<file path="src/rtl/instr_fetch.sv">
// instr_fetch: instruction fetch stage sitting directly after the PC register.
//
// A fetch request latches the current PC into the address register. The stage
// then reads one word over a req/ack memory handshake and keeps the result in
// the instruction register until decode accepts it. A flush discards an
// outstanding or held instruction. A request that gets no ack within TIMEOUT
// cycles is aborted.
//
// Parameters
//   WIDTH    data/address width (PC, memory address, instruction)
//   TIMEOUT  max REQ cycles without mem_ack before abort (>= 1)
//
// Ports
//   clk          in   rising-edge clock
//   reset        in   asynchronous active-low reset
//   pc           in   current PC value, latched on an accepted fetch
//   fetch_start  in   fetch request at pc
//   flush        in   discard pending/held instruction
//   mem_req      out  memory read request (registered)
//   mem_addr     out  read address, stable while mem_req=1
//   mem_ack      in   read data valid this cycle
//   mem_rdata    in   read data
//   instr        out  instruction register
//   instr_valid  out  instr holds an unconsumed instruction
//   instr_ready  in   decode accepts instr this cycle
//   pc_plus1     out  mem_addr+1, sequential next-PC candidate
//   busy         out  stage is not idle
//   fetch_err    out  one-cycle pulse on timeout abort
module instr_fetch #(
   parameter int unsigned WIDTH   = 16,
   parameter int unsigned TIMEOUT = 255
) (
   input  logic             clk,
   input  logic             reset,
   input  logic [WIDTH-1:0] pc,
   input  logic             fetch_start,
   input  logic             flush,
   output logic             mem_req,
   output logic [WIDTH-1:0] mem_addr,
   input  logic             mem_ack,
   input  logic [WIDTH-1:0] mem_rdata,
   output logic [WIDTH-1:0] instr,
   output logic             instr_valid,
   input  logic             instr_ready,
   output logic [WIDTH-1:0] pc_plus1,
   output logic             busy,
   output logic             fetch_err
);

   localparam int unsigned CW = $clog2(TIMEOUT + 1);
   // Counter value seen in the last permitted REQ cycle without an ack.
   localparam logic [CW-1:0] TLAST = CW'(TIMEOUT - 1);

   typedef enum logic [1:0] {
      IDLE,
      REQ,
      HOLD
   } state_t;

   state_t           state;
   state_t           state_n;
   logic             mem_req_n;
   logic [WIDTH-1:0] mem_addr_n;
   logic [WIDTH-1:0] instr_n;
   logic             instr_valid_n;
   logic             fetch_err_n;
   logic             discard;
   logic             discard_n;
   logic [CW-1:0]    tcount;
   logic [CW-1:0]    tcount_n;

   always_ff @(posedge clk or negedge reset) begin
      if (!reset) begin
         state <= IDLE;
      end else begin
         state <= state_n;
      end
   end

   always_ff @(posedge clk or negedge reset) begin
      if (!reset) begin
         mem_req     <= 1'b0;
         mem_addr    <= '0;
         instr       <= '0;
         instr_valid <= 1'b0;
         fetch_err   <= 1'b0;
         discard     <= 1'b0;
         tcount      <= '0;
      end else begin
         mem_req     <= mem_req_n;
         mem_addr    <= mem_addr_n;
         instr       <= instr_n;
         instr_valid <= instr_valid_n;
         fetch_err   <= fetch_err_n;
         discard     <= discard_n;
         tcount      <= tcount_n;
      end
   end

   always_comb begin
      state_n       = state;
      mem_req_n     = mem_req;
      mem_addr_n    = mem_addr;
      instr_n       = instr;
      instr_valid_n = instr_valid;
      fetch_err_n   = 1'b0;
      discard_n     = discard;
      tcount_n      = tcount;

      case (state)
         IDLE: begin
            // flush wins over a simultaneous fetch request
            if (fetch_start && !flush) begin
               mem_addr_n = pc;
               mem_req_n  = 1'b1;
               tcount_n   = '0;
               discard_n  = 1'b0;
               state_n    = REQ;
            end
         end

         REQ: begin
            if (mem_ack) begin
               mem_req_n = 1'b0;
               discard_n = 1'b0;
               state_n   = IDLE;
               // a flush arriving together with the ack also kills the data
               if (!(discard || flush)) begin
                  instr_n       = mem_rdata;
                  instr_valid_n = 1'b1;
                  state_n       = HOLD;
               end
            end else if (tcount == TLAST) begin
               mem_req_n   = 1'b0;
               fetch_err_n = 1'b1;
               discard_n   = 1'b0;
               state_n     = IDLE;
            end else begin
               tcount_n = tcount + CW'(1);
               // the request is never withdrawn; the data is dropped on ack
               if (flush) begin
                  discard_n = 1'b1;
               end
            end
         end

         HOLD: begin
            if (flush) begin
               instr_valid_n = 1'b0;
               state_n       = IDLE;
            end else if (instr_ready) begin
               instr_valid_n = 1'b0;
               state_n       = IDLE;
               // back-to-back fetch without an idle bubble
               if (fetch_start) begin
                  mem_addr_n = pc;
                  mem_req_n  = 1'b1;
                  tcount_n   = '0;
                  discard_n  = 1'b0;
                  state_n    = REQ;
               end
            end
         end

         default: begin
            state_n = IDLE;
         end
      endcase
   end

   assign pc_plus1 = mem_addr + WIDTH'(1);
   assign busy     = (state != IDLE);

endmodule
</file>
<file path="config.mk">
export PLATFORM = sky130hd
export DESIGN_NAME = instr_fetch
export DESIGN_NICKNAME = d
export VERILOG_FILES = /design/src/rtl/instr_fetch.sv
export SDC_FILE = /design/constraint.sdc
export NUM_CORES = 1
export LEC_CHECK = 0
export BUFFER_PORTS_ARGS = -buffer_cell sky130_fd_sc_hd__buf_2
export CAP_MARGIN = 30
export CORE_MARGIN = 4
export CORE_UTILIZATION = 30
export CTS_BUF_LIST = sky130_fd_sc_hd__clkbuf_8
export CTS_CLUSTER_SIZE = 28
export DETAILED_ROUTE_END_ITERATION = 10
export GPL_TIMING_DRIVEN = 0
export RECOVER_POWER = 100
export SLEW_MARGIN = 10
export SYNTH_ARGS = -nofsm -noshare
export SYNTH_HDL_FRONTEND = slang
export SYNTH_SLANG_ARGS = --single-unit
export TNS_END_PERCENT = 1
</file>
<file path="constraint.sdc">
create_clock -name clk -period 2 [get_ports clk]
set_input_delay 0.1 -clock clk [delete_from_list [all_inputs] [get_ports clk]]
set_output_delay 0.1 -clock clk [all_outputs]
set_load 0.005 [all_outputs]
</file>
# Word level (Yosys, flattened, before mapping)
# Index checks and enable logic that the tools add are counted.
# totals
latch_bits	0
mem_bits_rw	0
elab_cells	83
input_bits	38
reg_bits	46
rom_bits	0
memories	0
out_inout_bits	52
# op_classes
magnitude_cmp	0
n_eq_ne	14
n_bitwise	1
shift	0
div_mod_pow	0
addsub	2
n_mul	0
n_reduce_logical	15
muxes	43
# op_table
op	count
two-way mux 16 bit	4
two-way mux 8 bit	6
one-hot mux 16 bit (2 select lines)	1
one-hot mux 8 bit (3 select lines)	1
two-way mux 1 bit	21
adder 16 x 1 -> 16 bit, second input constant	1
inequality test 2 bit, second input constant	8
two-way mux 2 bit	6
AND reduction 6 bit	2
adder 8 x 1 -> 8 bit, second input constant	1
equality test 8 bit, second input constant	1
AND reduction 7 bit	1
inequality test 3 bit, second input constant	2
one-hot mux 1 bit (3 select lines)	2
one-hot mux 2 bit (3 select lines)	1
AND reduction 3 bit	2
nonzero test 2 bit	3
AND reduction 5 bit	1
inequality test 4 bit, second input constant	1
AND reduction 4 bit	1
nonzero test 3 bit	1
equality test 2 x 1 -> 1 bit, second input constant	1
equality test 2 bit, second input constant	1
logical NOT 2 bit	1
5 further kinds	5

# Depth between registers and ports, before layout
# Gate-level depths: netlist (run 1).
# depth
depth_word	4
depth_mapped	7

# Worst setup path before layout (run 1)
# No wires, ideal clock.
# synth_timing
kind	register to register
start	reg state[1]
end	reg instr[15]
setup_ns	0.125
path_slack_ns	0.359
period_less_slack_ns	1.641
required_time_ns	1.875
t_arrival_ns	1.515
path_stages_with_launch	6
cell_sequence	dfrtp_1 -> nand2b_4 -> or4_4 -> buf_6 -> buf_12 -> mux2_4
# synth_between
elab_chain_len	2
# synth_rtl
element	line	rtl
start, declared	60	state_t state;
start signal, assigned	76	state <= state_n;
equality test 2 x 1 -> 1 bit	110	case (state)
AND reduction 3 bit (no line)	-	
end signal, assigned	92	instr <= instr_n;
end, declared	42	output logic [WIDTH-1:0] instr,
# No other way between the ends.
# A chain may end at the register's enable or synchronous reset.

# Worst setup path after layout (run 1)
# layout_timing
start	reg mem_addr[4]
end	out pc_plus1[14]
# layout_between
elab_chain_len	1
# layout_rtl
element	line	rtl
start, declared	39	output logic [WIDTH-1:0] mem_addr,
start signal, assigned	91	mem_addr <= mem_addr_n;
adder 16 x 1 -> 16 bit	171	assign pc_plus1 = mem_addr + WIDTH'(1);
end, declared	45	output logic [WIDTH-1:0] pc_plus1,
# No other way between the ends.

==> results of run 1 <==
## worst max path at each step
stage                 from            to  slack [ns]
3_5_place_dp   mem_addr[2]  pc_plus1[15]        0.15
2_1_floorplan     state[1]     instr[15]        0.36
3_3_place_gp   mem_addr[2]  pc_plus1[15]        0.15
6_report       mem_addr[4]  pc_plus1[14]        0.09
5_1_grt        mem_addr[4]  pc_plus1[14]       -0.02
4_1_cts        mem_addr[1]  pc_plus1[14]        0.02
## per-layer routing
metal	GRT usage (%)	part of all wire, %	vias to the layer above
met5	0	0	-
met4	3.910	1.3	0
met3	3.284	7.6	6
met2	20.56	46	68
met1	15.21	45	946
li1	-	-	1002
## registers in the layout, summed over array words and instances (netlist names)
signal,count
tcount,8
mem_addr,16
mem_req,1
discard,1
fetch_err,1
instr,16
state,2
instr_valid,1
## stage by stage
step | instances | TNS [ns] | util [%] | power [mW]
2_1_floorplan | 226 | 0 | - | 2.587
3_3_place_gp | 414 | 0 | 39.03 | 3.349
3_5_place_dp | 415 | 0 | 39.30 | 3.398
4_1_cts | 440 | 0 | 43.21 | 4.064
5_1_grt | 440 | -0.02333 | 42.31 | 4.263
6_report | 440 | 0 | 42.31 | 3.918
## cell type report
cell class | count | area [um^2] | share of cell area [%]
buffer | 7 | 50.05 | 1.605
clock buffer | 6 | 82.58 | 2.648
clock inverter | 2 | 12.51 | 0.4013
inverter | 7 | 26.28 | 0.8427
multi-input combinational | 166 | 1090 | 34.95
sequential | 46 | 1156 | 37.08
tap | 99 | 123.9 | 3.973
timing repair buffer | 107 | 576.8 | 18.50
## repair_timing
action	in CTS	in global routing
setup buffers	0	0
gates resized for setup	4	4
endpoints found under the setup margin	5	4
hold endpoints to repair	28	0
pin swaps	0	2
hold buffers	17	0
## power groups by stage
stage               clock [mW]  combinational (mW)  sequential (mW)
floorplan                    0               0.882             1.71
global placement             0                1.63             1.72
detailed placement           0                1.67             1.73
CTS                      0.633                1.71             1.72
global route             0.669                1.80             1.80
finish                   0.607                1.58             1.73
## layout by cell type (no fill, tap or decap), types with 3 or more instances in the layout
cell type / instances
xnor2_1: 9
nor2_1: 3
dlygate4sd3_1: 17
nor3_1: 3
a21oi_1: 3
clkbuf_8: 6
buf_2: 55
nand2_1: 64
nand4_1: 4
mux2i_1: 5
nand3_1: 11
xor2_1: 5
inv_1: 7
clkbuf_1: 36
dfrtp_1: 42
mux2_4: 8
clkbuf_2: 3
dfrtp_2: 4
nand2b_1: 6
o21ai_0: 7
nor2b_1: 3
mux2_2: 8
## tightest hold or removal path, cell delays in order
cell and delay, ns:
buf_2 0.08, nand2_1 0.04, o21ai_0 0.07
## logic make-up after synthesis
group / after synthesis / synth area share, %
DFF: 46 / 49.89
and+or+nand+nor: 105 / 21.42
xor gates and xnor gates: 14 / 5.315
buffers and inverters: 14 / 3.579
adders and majority gates: 3 / 1.627
muxes: 21 / 11.28
AOI/OAI and AO/OA: 23 / 6.887
==> impl_metrics.env, run 1 <==
export IMPL_outcome="finished clean"
export IMPL_start_kind="register"
export IMPL_pre_cts_slack_ns=0.1472
export IMPL_crit_buf_inv=1
export IMPL_drive_gt1_share_pct=27.27
export IMPL_syn_to_final_growth_pct=35.14
export IMPL_dr_pass1_iters=4
export IMPL_clkSinkCount=46
export IMPL_critPathRequiredTime_ns=1.90
export IMPL_synth_edf_count=0
export IMPL_min_period_ns=1.906
export IMPL_switchingPower_mw=1.493
export IMPL_synth_main_ff_cell="dfrtp_1"
export IMPL_slowest_stage="dfrtp_1"
export IMPL_die_x_um=95.70
export IMPL_ys_seq_elements=46
export IMPL_wl_per_cell_um=12.70
export IMPL_hp_start="pc[0]"
export IMPL_first_global_vias=1967
export IMPL_htree_levels=2
export IMPL_die_h_um=95.70
export IMPL_clock_skew_ns=0.01167
export IMPL_yosys_area_top_type="dfrtp_1"
export IMPL_leakage_nw=1.490
export IMPL_io_pins=90
export IMPL_yosysTopAreaCellShare_pct=49.89
export IMPL_slew_headroom_pct=43.89
export IMPL_via_per_inst=4.595
export IMPL_power_density_mw_per_mm2=1257
export IMPL_crit_fanout=6
export IMPL_vias=2022
export IMPL_fillCellCount=754
export IMPL_tightest_slew_ns=0.8416
export IMPL_syn_nets=267
export IMPL_cts_root_buf="clkbuf_8"
export IMPL_core_area_mm2=0.007370
export IMPL_synth_most_common_cell="nand2_1"
export IMPL_clockPowerShare_pct=15.5
export IMPL_min_to="mem_addr[0]"
export IMPL_yosysWarnings=0
export IMPL_hold_viol_final=0
export IMPL_end_kind="output pin"
export IMPL_overflow=0
export IMPL_clk_latency_ns=0.30
export IMPL_final_nets=381
export IMPL_dieArea_mm2=0.009158
export IMPL_synth_cell_area_mm2=0.002307
export IMPL_final_period_utilization_pct=95.31
export IMPL_wirelength_mm=5.589
export IMPL_drc=0
export IMPL_pwr_share_comb_pct=40.4
export IMPL_path_class="register to output pin"
export IMPL_min_path_cells=3
export IMPL_max_freq_mhz=524.6
export IMPL_syn_avg_cell_area_um2=10.21
export IMPL_drt_iter0_drc=79
export IMPL_p_int_mw=2.425
export IMPL_clk_pin_slew_ns=0.09
export IMPL_cts_made_buffers=5
export IMPL_netlist_top_cells_count="nand2_1, dfrtp_1, nand3_1"
export IMPL_cp_depth=5
export IMPL_postLayoutCellArea_mm2=0.003118
export IMPL_dp_hpwl_mm=4.114
export IMPL_gr_usage_all_layers_pct=12.21
export IMPL_placed_area_mm2=0.002897
export IMPL_netlist_instances=226
export IMPL_antenna_left=0
export IMPL_grt_max_degree=35
export IMPL_r2r_slack_ns=0.11
export IMPL_cpLargestDelayFamily="simple AND/OR/NAND/NOR gates"
export IMPL_antenna_found_initial=0
export IMPL_rows=31
export IMPL_start_util_pct=31.31
export IMPL_maxCapViolations=0
export IMPL_synthArstFlopShare_pct=100.0
export IMPL_setup_violations=0
export IMPL_rr_worst_depth=5
export IMPL_rsz0062_at_grt="true"
export IMPL_antenna_cells=0
export IMPL_yosysUniqueCellTypes=42
export IMPL_path_cells="nand4_1 -> nor4_2 -> nand2_1 -> xnor2_1 -> buf_2"
export IMPL_final_max_slew_violation_count=0
export IMPL_portBuffers=89
export IMPL_cts_tree="built"
export IMPL_max_stage_delay_ns=0.47
export IMPL_switching_share_pct=38.12
export IMPL_hold_class="input pin to register"
export IMPL_clock_path_buffers=2
export IMPL_pwr_share_seq_pct=44.2
export IMPL_gp_congestion=0.8017
export IMPL_grt_pass1_wl_mm=8.894
export IMPL_r2r_start="state[1]"
export IMPL_setup_slack_ns=0.09375
export IMPL_synth_seq_area_share_pct=49.89
export IMPL_holdWs_ns=0.01599
export IMPL_synthTopCellsByArea="dfrtp_1, nand2_1, mux2_4"
export IMPL_cp_arrival_ns=1.81
export IMPL_ir_worst_vdd_v=0.0005165
export IMPL_worstReg2RegEnd="instr[3]"
(Power assumes the default switching activity.)
==> inputs of run 2 (changes only) <==
==> constraint.sdc (replaced) <==
create_clock -name clk -period 2 [get_ports clk]
set_input_delay 0.4 -clock clk [delete_from_list [all_inputs] [get_ports clk]]
set_output_delay 0.4 -clock clk [all_outputs]
set_load 0.005 [all_outputs]
==> impl_metrics.env, run 2 (same netlist as run 1, synthesis figures left out) <==
export IMPL_outcome="finished, violations left"
export IMPL_failed_checks="setup timing"
export IMPL_top_regs="instr: 16 flops, mem_addr: 16 flops, tcount: 8 flops"
export IMPL_hold_class="input pin to register"
export IMPL_portBuffers=89
export IMPL_grt_pass1_wl_mm=9.218
export IMPL_path_class="register to output pin"
export IMPL_final_common_cell="buf_2"
export IMPL_start_util_pct=31.31
export IMPL_gp_congestion=0.8017
export IMPL_final_seq_area_mm2=0.001161
export IMPL_cts_root_buf="clkbuf_8"
export IMPL_wl_per_cell_um=13.31
export IMPL_start_kind="register"
export IMPL_drive_gt1_share_pct=37.80
export IMPL_final_period_utilization_pct=104.2
export IMPL_pre_cts_slack_ns=-0.1528
export IMPL_drt_iter0_drc=72
export IMPL_io_pins=90
export IMPL_pwr_share_seq_pct=41.3
export IMPL_hold_viol_final=0
export IMPL_clockPowerShare_pct=14.4
export IMPL_dp_hpwl_mm=4.114
export IMPL_dr_pass1_iters=4
export IMPL_drc=0
export IMPL_pwr_share_comb_pct=44.3
export IMPL_r2r_slack_ns=0.14
export IMPL_antenna_cells=0
export IMPL_max_freq_mhz=479.8
export IMPL_placed_cells=415
export IMPL_critPathRequiredTime_ns=1.60
export IMPL_hp_start="pc[9]"
export IMPL_tightest_slew_ns=0.7042
export IMPL_holdWs_ns=0.2790
export IMPL_switchingPower_mw=1.573
export IMPL_cts_tree="built"
export IMPL_die_h_um=95.70
export IMPL_antenna_left=0
export IMPL_worstReg2RegEnd="mem_addr[6]"
export IMPL_fillCellCount=745
export IMPL_cts_made_buffers=5
export IMPL_finalPower_mw=4.164
export IMPL_p_int_mw=2.591
export IMPL_cp_arrival_ns=1.68
export IMPL_switching_share_pct=37.78
export IMPL_rows=31
export IMPL_first_global_vias=1948
export IMPL_via_per_inst=4.605
export IMPL_min_path_cells=3
export IMPL_clkSinkCount=46
export IMPL_placed_area_mm2=0.002897
export IMPL_multi_input_area_mm2=0.001139
export IMPL_power_density_mw_per_mm2=1336
export IMPL_dieArea_mm2=0.009158
export IMPL_htree_levels=2
export IMPL_min_to="mem_addr[9]"
export IMPL_clock_skew_ns=0.01020
export IMPL_final_cells=435
export IMPL_gr_usage_all_layers_pct=12.78
export IMPL_grt_max_degree=35
export IMPL_end_kind="output pin"
export IMPL_setup_violations=5
export IMPL_rr_worst_depth=6
export IMPL_die_x_um=95.70
export IMPL_ir_worst_vdd_v=0.0005150
export IMPL_postLayoutCellArea_mm2=0.003118
export IMPL_leakage_nw=1.532
export IMPL_slew_headroom_pct=53.05
export IMPL_min_period_ns=2.084
export IMPL_layout_common_cells="buf_2, nand2_1, dfrtp_1"
export IMPL_clk_latency_ns=0.30
export IMPL_syn_to_final_growth_pct=35.14
export IMPL_rsz0062_at_grt="true"
export IMPL_final_nets=376
export IMPL_final_max_slew_violation_count=0
export IMPL_clock_path_buffers=2
export IMPL_maxCapViolations=0
export IMPL_clk_pin_slew_ns=0.09
export IMPL_wirelength_mm=5.789
export IMPL_r2r_start="state[1]"
export IMPL_core_area_mm2=0.007370
export IMPL_vias=2003
export IMPL_crit_fanout=5
export IMPL_antenna_found_initial=0
export IMPL_setup_slack_ns=-0.08415
export IMPL_overflow=0
## run 2: metal layers
metal  vias to the layer above  track usage [%]  wire length, um
met5                         -                0                0
met4                         0            3.910               73
met3                         6            3.362              424
met2                        61            21.89             2810
met1                       944            15.71             2481
li1                        992                -                -
## run 2: repair_timing
item,4_1_cts,5_1_grt
gates resized for setup,18,1
hold buffers,1,0
hold endpoints to repair,12,0
setup buffers,11,0
setup endpoints to repair,6,7
pin swaps,10,2
## run 2: worst max path at each step
stage,end,cells after the start,startpoint,slack (ns)
after floorplan,pc_plus1[15],4,mem_addr[2],0.22
after global placement,pc_plus1[15],5,mem_addr[2],-0.15
after detailed placement,pc_plus1[15],5,mem_addr[2],-0.15
after CTS,pc_plus1[14],6,mem_addr[2],-0.09
after global routing,pc_plus1[13],6,mem_addr[3],-0.18
final,pc_plus1[14],6,mem_addr[1],-0.08
## run 2: metrics by stage
| step | util (%) | setup TNS, ns |
|---|---|---|
| final | 42.31 | -0.2879 |
| after global routing | 42.31 | -1.299 |
| after CTS | 42.85 | -0.2883 |
| after detailed placement | 39.30 | -0.2878 |
| after global placement | 39.03 | -0.2552 |
| after floorplan | - | 0 |
## run 2: power by group through the flow
stage	registers, mW	logic [mW]	clock network [mW]
5_1_grt	1.78	2.07	0.672
3_3_place_gp	1.72	1.63	0
3_5_place_dp	1.73	1.67	0
4_1_cts	1.71	1.92	0.633
2_1_floorplan	1.71	0.882	0
6_report	1.72	1.84	0.601
## run 2: critical path, cell delays in order, from the launching register on
cell and delay, ns:
dfrtp_2 0.44, ha_4 0.18, inv_1 0.07, nor4_4 0.29
nand2_1 0.10, xnor2_1 0.16, buf_2 0.14
## run 2: cell type report
| cell class | instances | share of cell area (%) |
|---|---|---|
| clock inverters | 2 | 0.4013 |
| repair buffers | 102 | 16.61 |
| plain buffers | 7 | 1.766 |
| clock buffers | 6 | 2.648 |
| multi-input cells | 166 | 36.52 |
| inverters | 7 | 0.8427 |
| well taps | 99 | 3.973 |
| flip-flops and latches | 46 | 37.24 |
